`config.mk`:
```
export PLATFORM = sky130hd
export DESIGN_NAME = ro_puf_race_ctrl
export DESIGN_NICKNAME = d
export VERILOG_FILES = /design/src/rtl/ro_puf_race_ctrl.sv
export SDC_FILE = /design/constraint.sdc
export NUM_CORES = 1
export LEC_CHECK = 0
export ABC_AREA = 0
export CAP_MARGIN = 15
export CORE_MARGIN = 1.5
export CORE_UTILIZATION = 45
export CTS_CLUSTER_DIAMETER = 100
export CTS_CLUSTER_SIZE = 25
export DETAILED_ROUTE_END_ITERATION = 6
export GPL_TIMING_DRIVEN = 0
export MAX_ROUTING_LAYER = met4
export PLACE_DENSITY = 0.65
export SLEW_MARGIN = 25
export SYNTH_ARGS = -nofsm -noshare
export SYNTH_HDL_FRONTEND = slang
export SYNTH_SLANG_ARGS = --single-unit
```
`constraint.sdc`:
```
create_clock -name clk -period 2.9 [get_ports clk]
set_input_delay 0.29 -clock clk [delete_from_list [all_inputs] [get_ports clk]]
set_output_delay 0.29 -clock clk [all_outputs]
set_load 0.03 [all_outputs]
```
`src/rtl/ro_puf_race_ctrl.sv`:
```
// Sequenced ring-oscillator PUF race controller.
// Runs NUM_RACES races between two RO edge streams, captures a slice of the
// losing counter after each race and packs the slices into one response word.
module ro_puf_race_ctrl #(
  parameter int CNT_W         = 16,
  parameter int BIT_LSB       = 5,
  parameter int BITS_PER_RACE = 3,
  parameter int NUM_RACES     = 4,
  parameter int TIMEOUT_W     = 20,
  localparam int IDX_W        = (NUM_RACES > 1) ? $clog2(NUM_RACES) : 1,
  localparam int RESP_W       = NUM_RACES * BITS_PER_RACE
) (
  input  logic              clk,
  input  logic              rst,
  input  logic              start,
  input  logic              ro_edge_a,
  input  logic              ro_edge_b,
  output logic              ro_en,
  output logic              busy,
  output logic              done,
  output logic [RESP_W-1:0] response,
  output logic [IDX_W-1:0]  race_idx,
  output logic              tie_flag,
  output logic              timeout_err
);

  if (BIT_LSB + BITS_PER_RACE > CNT_W) begin : g_bad_slice
    $error("ro_puf_race_ctrl: BIT_LSB+BITS_PER_RACE exceeds CNT_W");
  end

  typedef enum logic [2:0] {
    S_IDLE,
    S_CLEAR,
    S_RACE,
    S_CAPTURE,
    S_FINISH
  } state_t;

  state_t                   state;
  logic [CNT_W-1:0]         cnt_a;
  logic [CNT_W-1:0]         cnt_b;
  logic [TIMEOUT_W-1:0]     wd;
  logic [BITS_PER_RACE-1:0] loser_slice;

  logic [CNT_W-1:0]         a_nxt;
  logic [CNT_W-1:0]         b_nxt;
  logic [TIMEOUT_W-1:0]     wd_nxt;
  logic                     ovf_a;
  logic                     ovf_b;
  logic [BITS_PER_RACE-1:0] slice_nxt;

  // Post-increment counter values and overflow detection for the current RACE cycle.
  // Only the captured slice of the loser is kept; on a tie B has wrapped to 0.
  always_comb begin
    a_nxt     = cnt_a + CNT_W'(ro_edge_a);
    b_nxt     = cnt_b + CNT_W'(ro_edge_b);
    wd_nxt    = wd + TIMEOUT_W'(1);
    ovf_a     = ro_edge_a && (cnt_a == '1);
    ovf_b     = ro_edge_b && (cnt_b == '1);
    slice_nxt = ovf_a ? b_nxt[BIT_LSB +: BITS_PER_RACE]
                      : a_nxt[BIT_LSB +: BITS_PER_RACE];
  end

  // Race sequencer: state, counters, watchdog and all registered outputs.
  always_ff @(posedge clk or posedge rst) begin
    if (rst) begin
      state       <= S_IDLE;
      cnt_a       <= '0;
      cnt_b       <= '0;
      wd          <= '0;
      loser_slice <= '0;
      race_idx    <= '0;
      response    <= '0;
      ro_en       <= 1'b0;
      busy        <= 1'b0;
      done        <= 1'b0;
      tie_flag    <= 1'b0;
      timeout_err <= 1'b0;
    end else begin
      done <= 1'b0;
      case (state)
        S_IDLE: begin
          race_idx <= '0;
          if (start) begin
            state       <= S_CLEAR;
            busy        <= 1'b1;
            response    <= '0;
            tie_flag    <= 1'b0;
            timeout_err <= 1'b0;
          end
        end
        S_CLEAR: begin
          cnt_a <= '0;
          cnt_b <= '0;
          wd    <= '0;
          ro_en <= 1'b1;
          state <= S_RACE;
        end
        S_RACE: begin
          cnt_a <= a_nxt;
          cnt_b <= b_nxt;
          wd    <= wd_nxt;
          // Overflow takes priority over the watchdog expiring in the same cycle.
          if (ovf_a || ovf_b) begin
            loser_slice <= slice_nxt;
            if (ovf_a && ovf_b) tie_flag <= 1'b1;
            ro_en <= 1'b0;
            state <= S_CAPTURE;
          end else if (wd_nxt == '1) begin
            timeout_err <= 1'b1;
            ro_en       <= 1'b0;
            busy        <= 1'b0;
            done        <= 1'b1;
            state       <= S_FINISH;
          end
        end
        S_CAPTURE: begin
          response[race_idx * BITS_PER_RACE +: BITS_PER_RACE] <= loser_slice;
          if (race_idx == IDX_W'(NUM_RACES - 1)) begin
            busy  <= 1'b0;
            done  <= 1'b1;
            state <= S_FINISH;
          end else begin
            race_idx <= race_idx + IDX_W'(1);
            state    <= S_CLEAR;
          end
        end
        S_FINISH: begin
          race_idx <= '0;
          state    <= S_IDLE;
        end
        default: state <= S_IDLE;
      endcase
    end
  end

endmodule
```
# == Word-level counts from Yosys, hierarchy flattened ==
# Index checks and enable logic that the tools add are counted.
# classes
n_mux,32
add_sub_neg,5
reduce_logical,19
mul,1
n_shift,2
eq_ne,16
# ops
cell,n
$pmux 16 s2,2
$pmux 20 s2,1
$neg 4->34,1
$shift 3x34->12 const A,1
$shiftx 3x34->12,1
$add 16x1->16,2
$eq 16x16->1 const B,2
$pmux 12 s2,1
$add 20x1->20 const B,1
$eq 20x20->1 const B,1
$mux 3,5
$ne 2x2->1 const B,7
$mux 1,13
$bwmux 12,1
$mux 12,1
$pmux 3 s4,1
$reduce_and 2->1,5
$pmux 1 s2,4
$reduce_and 4->1,2
$reduce_bool 2->1,4
$eq 3x2->1 const B,2
$reduce_and 5->1,1
$mul 2x2->4 const B,1
$pmux 2 s2,1
12 further kinds,14
# word_totals
input_bits,5
elab_cells,87
out_inout_bits,19
regBits,77

# == Longest topological paths before layout ==
# Gate-level depths: netlist (run 1).
# depth
ltp_word,6
ltp_mapped,9
mapped_depth_nobuf,8

# == Worst setup path before layout (run 1) ==
# OpenSTA, ideal clock, no wires.
# synth_path
kind,reg2reg
startpoint,register wd[0]
endpoint,register busy
period_less_slack_ns,2.343
arrival_ns,2.223
path_stages_with_launch,10
setup_slack_ns,0.557
required_ns,2.780
path_cell_list,dfrtp_1 > ha_1 > and3_1 > buf_6 > nand4_2 > xor2_1 > nor3_2 > nand4_1 > or4_4 > and3_1
# synth_via
elab_chain_len,4
# synth_lines
item,line_no,source
start: declaration,42,logic [TIMEOUT_W-1:0] wd;
start signal: assignment,102,wd <= wd_nxt;
$add 20x1->20,57,wd_nxt = wd + TIMEOUT_W'(1);
$eq 20x20->1,109,end else if (wd_nxt == '1) begin
$ne 2x2->1 (no source line),--,
$reduce_and 5->1 (no source line),--,
end signal: assignment,75,busy <= 1'b0;
end signal: assignment,112,busy <= 1'b0;
end signal: assignment,120,busy <= 1'b0;
end: declaration,19,"output logic busy,"
# No other way between the ends.
# A chain may end at the register's enable or synchronous reset.

# == Worst setup path in the final report (run 1) ==
# Ends and elaborated chain as after synthesis.

==> flow_summary.html, run 1 <==
<table>
<tr><th>Metric</th><th>Value</th></tr>
<tr><th colspan="2">STA</th></tr>
<tr><td>Max_slew headroom</td><td>51.31%</td></tr>
<tr><td>Post-layout min period</td><td>2652 ps</td></tr>
<tr><td>Final worst-path cycle share</td><td>91.46%</td></tr>
<tr><td>Count of pins over their slew limit</td><td>0</td></tr>
<tr><td>Setup_tns</td><td>0 ps</td></tr>
<tr><td>Worst clock skew</td><td>12.25 ps</td></tr>
<tr><td>RSZ-0062 raised after global routing</td><td>no</td></tr>
<tr><td>Pin slew with the least headroom to its limit</td><td>728.8 ps</td></tr>
<tr><td>Final Hold Violating Endpoints</td><td>0</td></tr>
<tr><td>Final setup violating endpoints</td><td>0</td></tr>
<tr><td>Maximum operating frequency</td><td>377.0 MHz</td></tr>
<tr><td>Worst hold slack</td><td>283.5 ps</td></tr>
<tr><th colspan="2">Critical path</th></tr>
<tr><td>CP startpoint kind</td><td>register</td></tr>
<tr><td>Endpoint type of the worst setup path</td><td>register</td></tr>
<tr><td>Delay-heaviest family, CP</td><td>simple AND/OR/NAND/NOR gates</td></tr>
<tr><td>Most repeated library cell on the critical path</td><td>sky130_fd_sc_hd__and3_1</td></tr>
<tr><td>Series of cell instances along the critical path</td><td>ha_2, and3_1, buf_6, nand4_2, xor2_1, nor3_2, nand4_1, or4_4, and3_1</td></tr>
<tr><td>Critical-path cell with the highest stage delay</td><td>sky130_fd_sc_hd__or4_4</td></tr>
<tr><td>Largest fanout on the critical path</td><td>10</td></tr>
<tr><td>Beginning of the worst register-to-register path</td><td>wd[0]</td></tr>
<tr><td>Peak per-stage delay on the critical path</td><td>590 ps</td></tr>
<tr><td>Capture instance of the worst register-to-register path</td><td>busy</td></tr>
<tr><td>WP data arrival</td><td>2900 ps</td></tr>
<tr><td>Register-to-Register Setup Slack</td><td>250 ps</td></tr>
<tr><td>Worst path buffer plus inverter count</td><td>1</td></tr>
<tr><td>Setup Crit Path Kind</td><td>reg -&gt; reg</td></tr>
<tr><td>Worst Reg2Reg Path Length in Cells</td><td>9</td></tr>
<tr><td>Data required time of the worst path</td><td>3150 ps</td></tr>
<tr><th colspan="2">Logic synthesis</th></tr>
<tr><td>Mapped Avg Cell Area</td><td>9.257 um^2</td></tr>
<tr><td>Largest family of logic cells by synthesized area</td><td>simple AND/OR/NAND/NOR gates</td></tr>
<tr><td>Net count of the mapped netlist</td><td>473</td></tr>
<tr><td>List of most frequent post-synthesis cells</td><td>sky130_fd_sc_hd__dfrtp_1, sky130_fd_sc_hd__nand2_1, sky130_fd_sc_hd__o21ai_0, sky130_fd_sc_hd__nand3_1, sky130_fd_sc_hd__nor2_1</td></tr>
<tr><td>Netlist area before placement</td><td>4230 um^2</td></tr>
<tr><td>Post-synthesis share of cell area spent on xor and xnor gates</td><td>2.070%</td></tr>
<tr><td>Post-synthesis share of cell area spent on full adders, half adders and majority gates</td><td>3.253%</td></tr>
<tr><td>Most used flip-flop cell after synthesis</td><td>sky130_fd_sc_hd__dfrtp_1</td></tr>
<tr><td>Share of synthesized cell area in and, or, nand and nor gates</td><td>22.95%</td></tr>
<tr><td>Multiplexer area fraction after synthesis</td><td>2.396%</td></tr>
<tr><td>Portion of the post-synthesis area used by sequential elements</td><td>45.55%</td></tr>
<tr><td>Most used standard cell by instance count after synthesis</td><td>sky130_fd_sc_hd__dfrtp_1</td></tr>
<tr><td>Post-synthesis cell count</td><td>457</td></tr>
<tr><td>Fraction of synthesis flops using an asynchronous set or reset pin</td><td>100.0%</td></tr>
<tr><td>Post-synth EDFFs</td><td>0</td></tr>
<tr><td>Top area cells in the synthesized netlist</td><td>sky130_fd_sc_hd__dfrtp_1, sky130_fd_sc_hd__o21ai_0, sky130_fd_sc_hd__nand3_1</td></tr>
<tr><td>Number of register bits inferred by synthesis</td><td>77</td></tr>
<tr><td>Yosys warning count</td><td>0</td></tr>
<tr><td>Library cell with the largest summed area after synthesis</td><td>sky130_fd_sc_hd__dfrtp_1</td></tr>
<tr><td>Fraction of post-synthesis cell area in the top cell type by area</td><td>45.55%</td></tr>
<tr><td>Fraction of the mapped netlist area in compound gates</td><td>19.91%</td></tr>
<tr><td>Number of distinct library cells after synthesis</td><td>50</td></tr>
<tr><th colspan="2">Power and ir drop</th></tr>
<tr><td>Lkg Pwr</td><td>0.002024 uW</td></tr>
<tr><td>Design internal power</td><td>1987 uW</td></tr>
<tr><td>Switch Pwr</td><td>1276 uW</td></tr>
<tr><td>Switching portion of total power</td><td>39.10%</td></tr>
<tr><td>Clock power frac</td><td>28.9%</td></tr>
<tr><td>Gate power share</td><td>32.4%</td></tr>
<tr><td>Power per standard cell area</td><td>671.2 nW/um^2</td></tr>
<tr><td>Max IR drop VDD</td><td>0.3104 mV</td></tr>
<tr><td>Sequential share of power</td><td>38.7%</td></tr>
<tr><th colspan="2">Clock network</th></tr>
<tr><td>Clock tree from TritonCTS</td><td>done</td></tr>
<tr><td>Maximum buffer depth of the clock tree</td><td>2</td></tr>
<tr><td>Clock latency reported for the late side of the worst-skew pair</td><td>360 ps</td></tr>
<tr><td>Clk slew on worst S/H paths</td><td>90 ps</td></tr>
<tr><td>Number of buffers inserted during clock tree synthesis</td><td>9</td></tr>
<tr><td>Clock tree sinks</td><td>77</td></tr>
<tr><td>CTS Root Cell</td><td>sky130_fd_sc_hd__clkbuf_8</td></tr>
<tr><td>Post-CTS setup buffer count</td><td>0</td></tr>
<tr><td>Number of gates resized after CTS</td><td>0</td></tr>
<tr><td>Number of levels in the clock H-tree</td><td>3</td></tr>
<tr><td>Hold buffer count at CTS</td><td>0</td></tr>
<tr><th colspan="2">Floorplan</th></tr>
<tr><td>Standard-cell rows</td><td>35</td></tr>
<tr><td>Die Wd</td><td>99.96 um</td></tr>
<tr><td>Core area</td><td>9196 um^2</td></tr>
<tr><td>Num ports</td><td>24</td></tr>
<tr><td>Overall die area</td><td>9991 um^2</td></tr>
<tr><td>Initial Utilization</td><td>46.00%</td></tr>
<tr><td>Floorplan die height</td><td>99.96 um</td></tr>
<tr><th colspan="2">Layout</th></tr>
<tr><td>Post-layout instance count excluding filler cells</td><td>608</td></tr>
<tr><td>Post-layout net count</td><td>508</td></tr>
<tr><td>Filler instances</td><td>831</td></tr>
<tr><td>Register area</td><td>1927 um^2</td></tr>
<tr><td>Total inserted antenna cells</td><td>0</td></tr>
<tr><td>Layout overhead on the synthesized area</td><td>14.94%</td></tr>
<tr><td>Core occupancy in the finished layout</td><td>52.87%</td></tr>
<tr><td>Area used by multi-input combinational logic</td><td>2142 um^2</td></tr>
<tr><td>Fraction of layout cells with a size suffix above 1</td><td>8.652%</td></tr>
<tr><th colspan="2">Route</th></tr>
<tr><td>Via count</td><td>3,624</td></tr>
<tr><td>Routed vias/inst</td><td>5.961</td></tr>
<tr><td>Antenna Violating Nets Remaining</td><td>0</td></tr>
<tr><td>Drt wl/cell</td><td>16.51 um</td></tr>
<tr><td>Number of design-rule violations left by the first detailed-router iteration</td><td>229</td></tr>
<tr><td>Total Wirelength</td><td>10,040 um</td></tr>
<tr><td>Detailed Routing Iterations Pass 1</td><td>4</td></tr>
<tr><td>Number of remaining DRC errors</td><td>0</td></tr>
<tr><th colspan="2">Place</th></tr>
<tr><td>Count of port buffers added during placement</td><td>23</td></tr>
<tr><td># placed instances</td><td>592</td></tr>
<tr><td>Global placement routability congestion</td><td>0.8244</td></tr>
<tr><td>DP Wirelength</td><td>7072 um</td></tr>
<tr><th colspan="2">GRT</th></tr>
<tr><td>Vias in the first global route</td><td>3,365</td></tr>
<tr><td>Overflow after GRT</td><td>0</td></tr>
<tr><td>Total routing resource utilization after global routing</td><td>22.10%</td></tr>
<tr><td>Wire length of the first global-routing pass</td><td>16,960 um</td></tr>
<tr><td>Antenna violations before repair</td><td>0</td></tr>
<tr><td>Pin count of the biggest net entering global routing</td><td>48</td></tr>
<tr><th colspan="2">Worst hold path</th></tr>
<tr><td>Tightest Hold Check Type</td><td>in -&gt; async</td></tr>
<tr><th colspan="2">Flow run</th></tr>
<tr><td>Max capacitance violation total</td><td>0</td></tr>
<tr><th colspan="2">Status</th></tr>
<tr><td>Run status</td><td>finished, final reports clean</td></tr>
</table>
registers in the layout (all words and copies together), names as in the netlist:
name         cells
wd              20
cnt_a           16
cnt_b           16
response        12
loser_slice      3
state            3
race_idx         2
busy             1
done             1
ro_en            1
tie_flag         1
timeout_err      1
worst max path at each step:
stage | from | to | slack, ps | cells after the start
detailed placement | wd[0] | busy | 250 | 9
CTS | wd[0] | busy | 240 | 9
global route | wd[0] | busy | 50 | 9
global placement | rst | cnt_b[15] | -720 | 2
finish | wd[0] | busy | 250 | 9
floorplan | wd[0] | busy | 560 | 9
layout make-up:
cell class / count / area share [%]
plain buffers: 26 / 2.908
clock buffers: 9 / 2.548
clock inverters: 7 / 2.187
inverters: 6 / 0.5147
multi-input cells: 348 / 44.06
flip-flops and latches: 77 / 39.63
well taps: 111 / 2.856
repair buffers: 24 / 5.301
logic make-up after synthesis:
logic type | count (synthesis)
simple gates | 188
compound gates | 129
flops | 77
buf+inv | 32
fa+ha+maj | 11
xor+xnor | 10
mux | 10
metal layers:
metal	part of all wire [%]	wire (um)	track usage [%]	up-vias
met5	0	0	-	-
met4	1.6	160	9.859	0
met3	3.4	341	2.994	14
met2	45	4483	32.23	79
met1	50	5051	30.76	1771
li1	-	-	-	1760
layout by cell type, fill, tap and decap left out, types with 3 or more instances in the layout:
master and instances:
sky130_fd_sc_hd__a21oi_1 11, sky130_fd_sc_hd__nand4_1 11, sky130_fd_sc_hd__and2_1 5, sky130_fd_sc_hd__nor4_1 3, sky130_fd_sc_hd__nor2b_1 3, sky130_fd_sc_hd__nand4_2 3, sky130_fd_sc_hd__a31oi_1 6, sky130_fd_sc_hd__clkdlybuf4s50_1 23
sky130_fd_sc_hd__o31ai_1 10, sky130_fd_sc_hd__nor3_1 5, sky130_fd_sc_hd__o211ai_1 4, sky130_fd_sc_hd__a22o_1 22, sky130_fd_sc_hd__nor2_1 25, sky130_fd_sc_hd__buf_6 3, sky130_fd_sc_hd__clkbuf_8 9, sky130_fd_sc_hd__nand2_1 59
sky130_fd_sc_hd__a21o_1 5, sky130_fd_sc_hd__buf_4 5, sky130_fd_sc_hd__dfrtp_1 77, sky130_fd_sc_hd__o41ai_1 3, sky130_fd_sc_hd__o21ai_0 54, sky130_fd_sc_hd__and3_1 8, sky130_fd_sc_hd__nor3b_1 4, sky130_fd_sc_hd__clkbuf_1 15
sky130_fd_sc_hd__mux2i_1 9, sky130_fd_sc_hd__xnor2_1 6, sky130_fd_sc_hd__nor3_2 5, sky130_fd_sc_hd__xor2_1 4, sky130_fd_sc_hd__ha_1 10, sky130_fd_sc_hd__nand4b_1 3, sky130_fd_sc_hd__inv_1 5, sky130_fd_sc_hd__nand3_1 47
stage by stage:
stage / cell area [um^2] / setup slack [ps] / power, uW
floorplan: 4230 / 557.2 / 1975
global placement: 4599 / -716.2 / 2310
detailed placement: 4629 / 248.6 / 2339
CTS: 4860 / 236.5 / 3289
global route: 4862 / 48.14 / 3473
finish: 4862 / 247.7 / 3263
power by group through the flow:
stage / logic (uW) / clock network [uW] / registers, uW
after floorplan: 684 / 0 / 1290
after global placement: 1030 / 0 / 1280
after detailed placement: 1060 / 0 / 1280
after CTS: 1060 / 968 / 1260
after global routing: 1180 / 1010 / 1280
final: 1060 / 944 / 1260
Note: power is estimated with default switching activity, not from simulation.
==> run 2: changes to the inputs <==
--- a/config.mk
+++ b/config.mk
@@ -15,7 +15,7 @@
 export GPL_TIMING_DRIVEN = 0
 export MAX_ROUTING_LAYER = met4
 export PLACE_DENSITY = 0.65
-export SLEW_MARGIN = 25
+export SLEW_MARGIN = 30
 export SYNTH_ARGS = -nofsm -noshare
 export SYNTH_HDL_FRONTEND = slang
 export SYNTH_SLANG_ARGS = --single-unit
==> results of run 2 <==
Same layout as run 1: the final DEF is identical, and so are final timing and power.
==> run 3: changes to the inputs <==
--- a/config.mk
+++ b/config.mk
@@ -6,13 +6,13 @@
 export NUM_CORES = 1
 export LEC_CHECK = 0
 export ABC_AREA = 0
-export CAP_MARGIN = 15
+export CAP_MARGIN = 20
 export CORE_MARGIN = 1.5
 export CORE_UTILIZATION = 45
 export CTS_CLUSTER_DIAMETER = 100
 export CTS_CLUSTER_SIZE = 25
 export DETAILED_ROUTE_END_ITERATION = 6
-export GPL_TIMING_DRIVEN = 0
+export GPL_TIMING_DRIVEN = 1
 export MAX_ROUTING_LAYER = met4
 export PLACE_DENSITY = 0.65
 export SLEW_MARGIN = 30
==> run 3 against run 2 <==
  * Sequential share of layout area rose by 1.1 points
  * Sequential cell count stayed put
  * Final area fell by 2.7%
  * Clock power down 18%
  * Wire length is 10% lower
  * Die area is the same
  * Non-clock buffer count is 16 lower
  * Largest cell class unchanged
  * Highest routed layer unchanged
==> flow_summary.html, run 3 (synthesized netlist as in run 1, its figures left out) <==
<table>
<tr><th>Metric</th><th>Value</th></tr>
<tr><th colspan="2">Route</th></tr>
<tr><td>Via count</td><td>3,416 (was 3,624)</td></tr>
<tr><td>Total routed wire length on the met1 layer</td><td>4455 um (was 5051 um)</td></tr>
<tr><td>Number of remaining DRC errors</td><td>0 (unchanged)</td></tr>
<tr><td>Met2 wirelength from detailed routing</td><td>4028 um (was 4483 um)</td></tr>
<tr><td>Highest layer used for signal routing</td><td>met4 (unchanged)</td></tr>
<tr><td>Total Wirelength</td><td>8984 um (was 10,040 um)</td></tr>
<tr><td>Number of design-rule violations left by the first detailed-router iteration</td><td>159 (was 229)</td></tr>
<tr><td>Routed vias/inst</td><td>5.770 (was 5.961)</td></tr>
<tr><td>Detailed Routing Iterations Pass 1</td><td>5 (was 4)</td></tr>
<tr><td>Wire length on met3</td><td>386 um (was 341 um)</td></tr>
<tr><td>Antenna Violating Nets Remaining</td><td>0 (unchanged)</td></tr>
<tr><td>Drt wl/cell</td><td>15.18 um (was 16.51 um)</td></tr>
<tr><th colspan="2">Clock network</th></tr>
<tr><td>Clock latency reported for the late side of the worst-skew pair</td><td>350 ps (was 360 ps)</td></tr>
<tr><td>Number of levels in the clock H-tree</td><td>3 (unchanged)</td></tr>
<tr><td>Maximum buffer depth of the clock tree</td><td>2 (unchanged)</td></tr>
<tr><td>Hold buffer count at CTS</td><td>0 (unchanged)</td></tr>
<tr><td>Clock tree sinks</td><td>77 (unchanged)</td></tr>
<tr><td>CTS Root Cell</td><td>sky130_fd_sc_hd__clkbuf_8 (unchanged)</td></tr>
<tr><td>Post-CTS setup buffer count</td><td>0 (unchanged)</td></tr>
<tr><td>Clk slew on worst S/H paths</td><td>90 ps (about the same)</td></tr>
<tr><td>Number of buffers inserted during clock tree synthesis</td><td>9 (unchanged)</td></tr>
<tr><td>Number of gates resized after CTS</td><td>0 (unchanged)</td></tr>
<tr><td>Clock tree from TritonCTS</td><td>done (unchanged)</td></tr>
<tr><th colspan="2">Critical path</th></tr>
<tr><td>WP data arrival</td><td>2740 ps (was 2900 ps)</td></tr>
<tr><td>Data required time of the worst path</td><td>3130 ps (was 3150 ps)</td></tr>
<tr><td>Largest fanout on the critical path</td><td>7 (was 10)</td></tr>
<tr><td>Capture instance of the worst register-to-register path</td><td>busy (unchanged)</td></tr>
<tr><td>Critical Path Start</td><td>wd[0] (unchanged)</td></tr>
<tr><td>CP startpoint kind</td><td>register (unchanged)</td></tr>
<tr><td>Setup Crit Path Kind</td><td>reg -&gt; reg (unchanged)</td></tr>
<tr><td>Worst Reg2Reg Path Length in Cells</td><td>8 (was 9)</td></tr>
<tr><td>Register-to-Register Setup Slack</td><td>390 ps (was 250 ps)</td></tr>
<tr><td>Critical Path End</td><td>busy (unchanged)</td></tr>
<tr><td>Endpoint type of the worst setup path</td><td>register (unchanged)</td></tr>
<tr><td>Beginning of the worst register-to-register path</td><td>wd[0] (unchanged)</td></tr>
<tr><th colspan="2">STA</th></tr>
<tr><td>Maximum operating frequency</td><td>398.4 MHz (was 377.0 MHz)</td></tr>
<tr><td>Final worst-path cycle share</td><td>86.56% (was 91.46%)</td></tr>
<tr><td>Post-layout min period</td><td>2510 ps (was 2652 ps)</td></tr>
<tr><td>Final setup violating endpoints</td><td>0 (unchanged)</td></tr>
<tr><td>Count of pins over their slew limit</td><td>0 (unchanged)</td></tr>
<tr><td>Pin slew with the least headroom to its limit</td><td>846.2 ps (was 728.8 ps)</td></tr>
<tr><td>Worst clock skew</td><td>12.61 ps (was 12.25 ps)</td></tr>
<tr><td>Max_slew headroom</td><td>43.59% (was 51.31%)</td></tr>
<tr><td>RSZ-0062 raised after global routing</td><td>no (unchanged)</td></tr>
<tr><td>Final Hold Violating Endpoints</td><td>0 (unchanged)</td></tr>
<tr><td>Setup_tns</td><td>0 ps (unchanged)</td></tr>
<tr><th colspan="2">Worst hold path</th></tr>
<tr><td>Tightest Hold Check Type</td><td>in -&gt; async (unchanged)</td></tr>
<tr><th colspan="2">Floorplan</th></tr>
<tr><td>Initial Utilization</td><td>46.00% (unchanged)</td></tr>
<tr><td>Core area</td><td>9196 um^2 (unchanged)</td></tr>
<tr><td>Overall die area</td><td>9991 um^2 (unchanged)</td></tr>
<tr><td>Num ports</td><td>24 (unchanged)</td></tr>
<tr><td>Die Wd</td><td>99.96 um (unchanged)</td></tr>
<tr><td>Floorplan die height</td><td>99.96 um (unchanged)</td></tr>
<tr><td>Standard-cell rows</td><td>35 (unchanged)</td></tr>
<tr><th colspan="2">GRT</th></tr>
<tr><td>Overflow after GRT</td><td>0 (unchanged)</td></tr>
<tr><td>Wire length of the first global-routing pass</td><td>15,530 um (was 16,960 um)</td></tr>
<tr><td>Vias in the first global route</td><td>3,220 (was 3,365)</td></tr>
<tr><td>Antenna violations before repair</td><td>0 (unchanged)</td></tr>
<tr><td>Pin count of the biggest net entering global routing</td><td>31 (was 48)</td></tr>
<tr><td>Total routing resource utilization after global routing</td><td>19.86% (was 22.10%)</td></tr>
<tr><th colspan="2">Power and ir drop</th></tr>
<tr><td>Power per standard cell area</td><td>633.9 nW/um^2 (was 671.2 nW/um^2)</td></tr>
<tr><td>Lkg Pwr</td><td>0.001970 uW (was 0.002024 uW)</td></tr>
<tr><td>PnR Total Power</td><td>2999 uW (was 3263 uW)</td></tr>
<tr><td>Max IR drop VDD</td><td>0.3827 mV (was 0.3104 mV)</td></tr>
<tr><th colspan="2">Layout</th></tr>
<tr><td>Layout overhead on the synthesized area</td><td>11.83% (was 14.94%)</td></tr>
<tr><td>Flip-flop count of the largest register, all copies and words added</td><td>20 (unchanged)</td></tr>
<tr><td>Fraction of layout cells with a size suffix above 1</td><td>8.940% (was 8.652%)</td></tr>
<tr><td>Total inserted antenna cells</td><td>0 (unchanged)</td></tr>
<tr><td>Most common library cell in the layout ignoring fill and taps</td><td>sky130_fd_sc_hd__dfrtp_1 (unchanged)</td></tr>
<tr><td>Post-layout net count</td><td>492 (was 508)</td></tr>
<tr><td>Register bank with the most flops</td><td>wd (unchanged)</td></tr>
<tr><td>Top flop regs</td><td>wd: 20 flops, cnt_a: 16 flops, cnt_b: 16 flops (unchanged)</td></tr>
<tr><td>Post-layout instance count excluding filler cells</td><td>592 (was 608)</td></tr>
<tr><td>Commonest cells after routing, fill and taps aside</td><td>sky130_fd_sc_hd__dfrtp_1, sky130_fd_sc_hd__nand2_1, sky130_fd_sc_hd__o21ai_0 (unchanged)</td></tr>
<tr><th colspan="2">Place</th></tr>
<tr><td>DP Wirelength</td><td>6469 um (was 7072 um)</td></tr>
<tr><td>Global placement routability congestion</td><td>0.8887 (was 0.8244)</td></tr>
<tr><td>Count of port buffers added during placement</td><td>23 (unchanged)</td></tr>
<tr><td># placed instances</td><td>576 (was 592)</td></tr>
<tr><th colspan="2">Flow run</th></tr>
<tr><td>Max capacitance violation total</td><td>0 (unchanged)</td></tr>
<tr><th colspan="2">Status</th></tr>
<tr><td>Run status</td><td>finished, final reports clean (unchanged)</td></tr>
</table>
run 3: cell count changes in the layout (fill, tap and decap cells not counted), sizes merged:
cell      previous run  this run
clkbuf              25         9
inv                  9        11
bufinv               2         0
clkinvlp             0         2
clkinv               2         0
run 3: how the worst min path moves through the flow:
| stage | endpoint | slack (ps) | cells past startpoint |
|---|---|---|---|
| 2_1_floorplan | cnt_a[15] | 440 | 1 |
| 3_3_place_gp | cnt_a[15] | 460 | 1 |
| 3_5_place_dp | state[0] | 470 | 1 |
| 4_1_cts | response[3] | 350 | 2 |
| 5_1_grt | response[3] | 380 | 2 |
| 6_report | cnt_a[3] | 340 | 2 |
run 3: area by class of cell:
class                   instances  area, um^2
fillers                       846        4466
multi-input cells             348        2145
flip-flops and latches         77        1927
repair buffers                 34       312.8
well taps                     111       138.9
clock buffers                   9       123.9
clock inverters                 7       61.31
inverters                       6       22.52
run 3: worst max-delay path: stages (launching register included):
cell	delay (ps)
sky130_fd_sc_hd__dfrtp_1	450
sky130_fd_sc_hd__ha_1	290
sky130_fd_sc_hd__and3_1	260
sky130_fd_sc_hd__and3_1	280
sky130_fd_sc_hd__nand4b_1	100
sky130_fd_sc_hd__a21bo_2	190
sky130_fd_sc_hd__a21oi_1	90
sky130_fd_sc_hd__or4_4	570
sky130_fd_sc_hd__and3_1	160
run 3: report_power, final:
group | switching, uW | total (uW) | internal [uW]
Sequential | 131 | 1290 | 1160
Combinational | 617 | 934 | 317
Clock | 444 | 773 | 329
Total | 1190 | 3000 | 1810
run 3: layer usage:
layer / track usage (%) / vias up
met3: 3.552 / 13
met2: 30.09 / 83
li1: - / 1719
met4: 6.067 / 0
met5: - / -
met1: 27.29 / 1601
run 3: metrics by stage:
step | worst slack, ps | area (um^2) | hold WS (ps) | util, %
4_1_cts | 390.8 | 4731 | 350.7 | 51.44
3_5_place_dp | 409.3 | 4546 | 469.5 | 49.43
5_1_grt | 234.3 | 4731 | 382.0 | 51.44
2_1_floorplan | 557.2 | 4230 | 444.6 | -
3_3_place_gp | 497.8 | 4546 | 464.8 | 49.43
6_report | 389.7 | 4731 | 339.9 | 51.44
